**config.mk**
```make
export PLATFORM = sky130hd
export DESIGN_NAME = unary_accum
export DESIGN_NICKNAME = d
export VERILOG_FILES = /design/src/rtl/unary_accum_pkg.sv /design/src/rtl/unary_accum_lane_cnt.sv /design/src/rtl/unary_accum.sv
export SDC_FILE = /design/constraint.sdc
export NUM_CORES = 1
export LEC_CHECK = 0
export CELL_PAD_IN_SITES_DETAIL_PLACEMENT = 0
export CELL_PAD_IN_SITES_GLOBAL_PLACEMENT = 1
export CORE_UTILIZATION = 46
export CTS_BUF_LIST = sky130_fd_sc_hd__clkbuf_4
export CTS_CLUSTER_SIZE = 12
export DETAILED_ROUTE_END_ITERATION = 10
export PLACE_DENSITY_LB_ADDON = 0.1
export SKIP_LAST_GASP = 1
export SLEW_MARGIN = 20
export SYNTH_ARGS = -nofsm -noshare
export SYNTH_HDL_FRONTEND = slang
export SYNTH_HIERARCHICAL = 1
export SYNTH_SLANG_ARGS = --single-unit
```
**constraint.sdc**
```tcl
create_clock -name clk -period 4.39 [get_ports clk]
set_input_delay 0.6585 -clock clk [delete_from_list [all_inputs] [get_ports clk]]
set_output_delay 0.6585 -clock clk [all_outputs]
set_load 0.03 [all_outputs]
```
**src/rtl/unary_accum_pkg.sv**
```systemverilog
// Shared definitions for the unary bitstream accumulator: FSM encoding and
// frame-length helper.
package unary_accum_pkg;

    typedef enum logic [1:0] {
        IDLE  = 2'd0,
        ACCUM = 2'd1,
        HOLD  = 2'd2
    } state_t;

    localparam int unsigned DEFAULT_WIDTH = 10;

    // Number of valid samples in one frame for a given log2 frame length.
    function automatic int unsigned frame_len(input int unsigned width);
        return 32'd1 << width;
    endfunction

    localparam int unsigned DEFAULT_FRAME_LEN = frame_len(DEFAULT_WIDTH);

endpackage

```
**src/rtl/unary_accum_lane_cnt.sv**
```systemverilog
// One lane: counts ones of a unary stream and compares the count against the
// frame's latched threshold.
module unary_lane_cnt #(
    parameter int WIDTH = 10
) (
    input  logic             clk,
    input  logic             reset,
    input  logic             load,
    input  logic             add,
    input  logic             sample,
    input  logic [WIDTH:0]   threshold,
    output logic [WIDTH:0]   count,
    output logic             above
);

    always_ff @(posedge clk or negedge reset) begin
        if (!reset) begin
            count <= '0;
        end else if (load) begin
            count <= {{WIDTH{1'b0}}, sample};
        end else if (add) begin
            count <= count + {{WIDTH{1'b0}}, sample};
        end
    end

    assign above = (count > threshold);

endmodule

```
**src/rtl/unary_accum.sv**
```systemverilog
// Accumulates LANES unary bitstreams over frames of 2**WIDTH valid samples and
// presents per-lane sums plus thresholded bits through a valid/ready output.
module unary_accum
    import unary_accum_pkg::*;
#(
    parameter int WIDTH = DEFAULT_WIDTH,
    parameter int LANES = 4
) (
    input  logic                       clk,
    input  logic                       reset,
    input  logic [LANES-1:0]           u_in,
    input  logic                       u_valid,
    input  logic                       frame_start,
    input  logic [WIDTH:0]             threshold,
    output logic [LANES*(WIDTH+1)-1:0] sum,
    output logic [LANES-1:0]           hv_bit,
    output logic                       out_valid,
    input  logic                       out_ready,
    output logic                       overrun,
    output state_t                     fsm_state
);

    // Output handshake: a result is transferred in any cycle where
    // out_valid=1 and out_ready=1; out_valid and the result stay stable until then.

    localparam int unsigned FRAME_LEN   = frame_len(WIDTH);
    localparam state_t      START_STATE = (FRAME_LEN == 1) ? HOLD : ACCUM;

    state_t         state;
    state_t         state_next;
    logic [WIDTH:0] sample_cnt;
    logic [WIDTH:0] thr_q;
    logic           start;
    logic           last_sample;
    logic           lane_load;
    logic           lane_add;
    logic           set_overrun;

    always_comb begin
        start       = u_valid && frame_start && ((state != HOLD) || out_ready);
        last_sample = (32'(sample_cnt) == FRAME_LEN - 1);
    end

    always_ff @(posedge clk or negedge reset) begin
        if (!reset) begin
            state <= IDLE;
        end else begin
            state <= state_next;
        end
    end

    always_comb begin
        state_next = state;
        case (state)
            IDLE: begin
                if (start) state_next = START_STATE;
            end
            ACCUM: begin
                if (start) state_next = START_STATE;
                else if (u_valid && last_sample) state_next = HOLD;
            end
            HOLD: begin
                if (start) state_next = START_STATE;
                else if (out_ready) state_next = IDLE;
            end
            default: state_next = IDLE;
        endcase
    end

    always_comb begin
        out_valid   = (state == HOLD);
        lane_load   = start;
        lane_add    = (state == ACCUM) && u_valid && !frame_start;
        // A frame_start that cannot be honoured cleanly loses data somewhere.
        set_overrun = u_valid && frame_start &&
                      ((state == ACCUM) || ((state == HOLD) && !out_ready));
        fsm_state   = state;
    end

    always_ff @(posedge clk or negedge reset) begin
        if (!reset) begin
            sample_cnt <= '0;
            thr_q      <= '0;
            overrun    <= 1'b0;
        end else begin
            if (lane_load) begin
                sample_cnt <= {{WIDTH{1'b0}}, 1'b1};
                thr_q      <= threshold;
            end else if (lane_add) begin
                sample_cnt <= sample_cnt + 1'b1;
            end
            if (set_overrun) overrun <= 1'b1;
        end
    end

    for (genvar i = 0; i < LANES; i++) begin : g_lane
        unary_lane_cnt #(
            .WIDTH (WIDTH)
        ) u_lane (
            .clk       (clk),
            .reset     (reset),
            .load      (lane_load),
            .add       (lane_add),
            .sample    (u_in[i]),
            .threshold (thr_q),
            .count     (sum[i*(WIDTH+1) +: WIDTH+1]),
            .above     (hv_bit[i])
        );
    end

endmodule

```
==> results.py <==
metrics = {
    "die": {
        "die-height_um": 99.78,
        "die_x_um": 99.78,
        "dieArea_sq_um": 9956,
        "initial_core_util_pct": 47.60,
        "core_sq_um": 9240,
        "io_pins": 72,
        "rows": 35,
    },
    "worst_setup_path": {
        "arrival_ns": 2.63,
        "critPathKind": "reg2out",
        "cp_max_fo": 5,
        "r2r-start": "fsm_state[1]",
        "critPathCaptureType": "output pin",
        "rrSetupSlack_ns": 2.02,
        "r2r_end": "g_lane[1].u_lane/count[5]",
        "cp-start-kind": "register",
        "cp.required_ns": 3.73,
        "rr_worst_depth": 7,
    },
    "layout": {
        "layoutNonFillerInstCount": 660,
        "n_antenna_cell": 0,
        "final_cell_mix": "70 x clkdlybuf4s50_1, 69 x dfrtp_1, 53 x ha_1, 51 x nor2_1, 47 x inv_1",
        "nNetsFinal": 599,
        "drive_gt1_share_pct": 8.663,
        "final_common_cell": "clkdlybuf4s50_1",
        "area_growth_pct": 23.07,
        "fill_cells": 844,
    },
    "clock_tree": {
        "tritoncts": "built",
        "post_cts.repair.setup_buffers": 0,
        "cts.repair.resized": 0,
        "htreeDepth": 3,
        "cts-root-buf": "clkbuf_4",
        "clk_path_buf_depth": 2,
        "clkTransAtPathRegs_ns": 0.11,
        "cts.sinks": 69,
        "clk_latency_ns": 0.43,
        "holdBufCountCts": 0,
        "cts_buffers": 9,
    },
    "power_and_ir_drop": {
        "vdd_drop_max_uv": 130.9,
        "total_power_uw": 1433,
        "seqPwrFrac_pct": 50.5,
        "p_leak_uw": 0.002637,
        "power.internal_uw": 976.0,
        "swShare_pct": 31.88,
        "comb_power_share_pct": 20.3,
        "clockPowerShare_pct": 29.3,
        "power.switching_uw": 456.7,
        "power_density_nw_per_um2": 264.7,
    },
    "sta": {
        "worst_pin_slew_ns": 0.6594,
        "period_needed_ns": 3.287,
        "finClkSkew_ns": 0.01722,
        "holdWs_ns": 0.2443,
        "final_max_slew_viol_count": 0,
        "fin_ws_ns": 1.103,
        "rsz0062_at_grt": "no",
        "maxSlewHeadroom_pct": 56.04,
        "finalHoldViolations": 0,
        "finalSetupViolations": 0,
        "setup_tns_ns": 0,
        "max_freq_mhz": 304.2,
        "finalCritPeriodShare_pct": 74.88,
    },
    "job": {
        "cap_violations": 0,
    },
    "global_routing": {
        "grt_max_degree": 46,
        "grt_pass1_vias": 3628,
        "grtUsageTotal_pct": 22.85,
        "antenna_found_initial": 0,
        "grt_first_pass_wirelength_um": 17620,
        "grt_overflow_total": 0,
    },
    "route": {
        "drc": 0,
        "wl_met1_um": 4755,
        "top_layer": "met4",
        "route.vias.total": 3511,
        "wl_per_cell_um": 15.58,
        "wl_um": 10290,
        "drt_iter0_markers": 96,
        "via_per_inst": 5.320,
        "routed-wl-met3_um": 300,
        "wl_met2_um": 5127,
        "detail-route-antenna-nets": 0,
        "drt-pass1-iter-count": 6,
    },
    "yosys": {
        "syn_avg_cell_area_sq_um": 9.839,
        "ys_seq_elements": 69,
        "yosysSeqAreaShare_pct": 39.26,
        "synthDistinctLibCells": 41,
        "syn_inst": 447,
        "syn_area_sq_um": 4398,
        "synthesis.nets": 520,
        "ys_warn_count": 6,
    },
    "placement": {
        "dp.cells": 644,
        "hpwlAfterDp_um": 7493,
        "dp_worst_setup_slack_ns": 1.355,
        "io_buffer_count": 71,
        "finalWeightedCongestion": 0.7818,
    },
    "status": {
        "status": "finished, final reports clean",
    },
    "worst_hold_path": {
        "hold_class": "in2async",
    },
}
## flip-flops by register name (all words and copies together), names as in the netlist
register and count:
g_lane.u_lane/count 44, thr_q 11, overrun 1, sample_cnt 11, fsm_state 2
## critical path, stage by stage (launching register included)
cell	delay, ns
dfrtp_1	0.54
inv_1	0.08
ha_1	0.30
nand2_1	0.07
nor2_1	0.16
o31ai_1	0.09
a2bb2oi_1	0.26
clkdlybuf4s50_1	0.72
## logic make-up (layout without fill, tap and decap cells)
family | count (synthesis) | after routing | share of synthesized area [%]
buf+inv | 55 | 139 | 5.064
flops | 69 | 69 | 39.26
mux | 27 | 27 | 6.913
compound gates | 64 | 64 | 9.929
xor+xnor | 36 | 36 | 7.169
simple gates | 143 | 143 | 16.59
fa+ha+maj | 53 | 53 | 15.08
## per-stage QoR
stage | instance area (sq um) | util, %
2_1_floorplan | 4398 | -
3_3_place_gp | 5274 | 57.08
3_5_place_dp | 5274 | 57.08
4_1_cts | 5413 | 58.58
5_1_grt | 5413 | 58.58
6_report | 5413 | 58.58
## Yosys cell counts
master	n	area share, %
a31o_2	1	0.20
a211oi_1	7	1.2
a21o_1	1	0.17
buf_6	2	0.51
nor3b_2	1	0.28
mux2_2	7	1.8
mux2i_1	15	3.4
o31a_1	1	0.20
or3_2	1	0.17
o211a_1	4	0.91
o2111a_2	4	1.1
mux2_4	5	1.7
nor4_2	1	0.28
nand3b_1	3	0.51
o31ai_1	4	0.68
nand3_1	9	1.0
inv_1	47	4.0
or4_4	1	0.26
nor2_2	1	0.14
and2b_2	2	0.40
and4_1	4	0.80
ha_1	53	15
and2_1	4	0.57
o21bai_1	4	0.68
a2bb2oi_1	3	0.60
nand2_1	30	2.6
xor2_1	28	5.6
dfrtp_1	69	39
nor4_1	4	0.57
a21oi_1	14	1.6
nand2b_1	1	0.14
nand4bb_2	1	0.37
nand4_1	24	3.4
xnor2_1	8	1.6
and3_1	4	0.57
buf_2	1	0.11
o21ai_0	19	2.2
o2bb2ai_1	2	0.40
or4_1	1	0.17
clkbuf_1	5	0.43
nor2_1	51	4.4
## layer usage
layer  vias up  track usage [%]
met5         -                0
met4         0            7.353
met3        11            4.387
met2        62            39.05
met1      1707            29.21
li1       1731                -
## area by class of cell
| class | count | area [sq um] | area share, % |
|---|---|---|---|
| flip-flops and latches | 69 | 1727 | 31.90 |
| well taps | 129 | 161.4 | 2.982 |
| clock inverters | 6 | 63.81 | 1.179 |
| inverters | 47 | 176.4 | 3.259 |
| repair buffers | 76 | 755.7 | 13.96 |
| multi-input cells | 323 | 2454 | 45.33 |
| clock buffers | 10 | 75.07 | 1.387 |
## power groups by stage
stage,registers [uW],clock network [uW],logic [uW]
after floorplan,738,0,166
after global placement,736,0,281
after detailed placement,736,0,291
after CTS,724,437,294
after global routing,729,463,331
final,723,419,290
## how the worst max path moves through the flow
stage,start,end,depth (start not counted)
2_1_floorplan,g_lane[0].u_lane/count[4],hv_bit[0],5
3_3_place_gp,frame_start,g_lane[3].u_lane/count[5],8
3_5_place_dp,frame_start,g_lane[1].u_lane/count[5],8
4_1_cts,thr_q[1],hv_bit[2],7
5_1_grt,thr_q[4],hv_bit[2],7
6_report,thr_q[10],hv_bit[2],7
(Power assumes the default switching activity.)
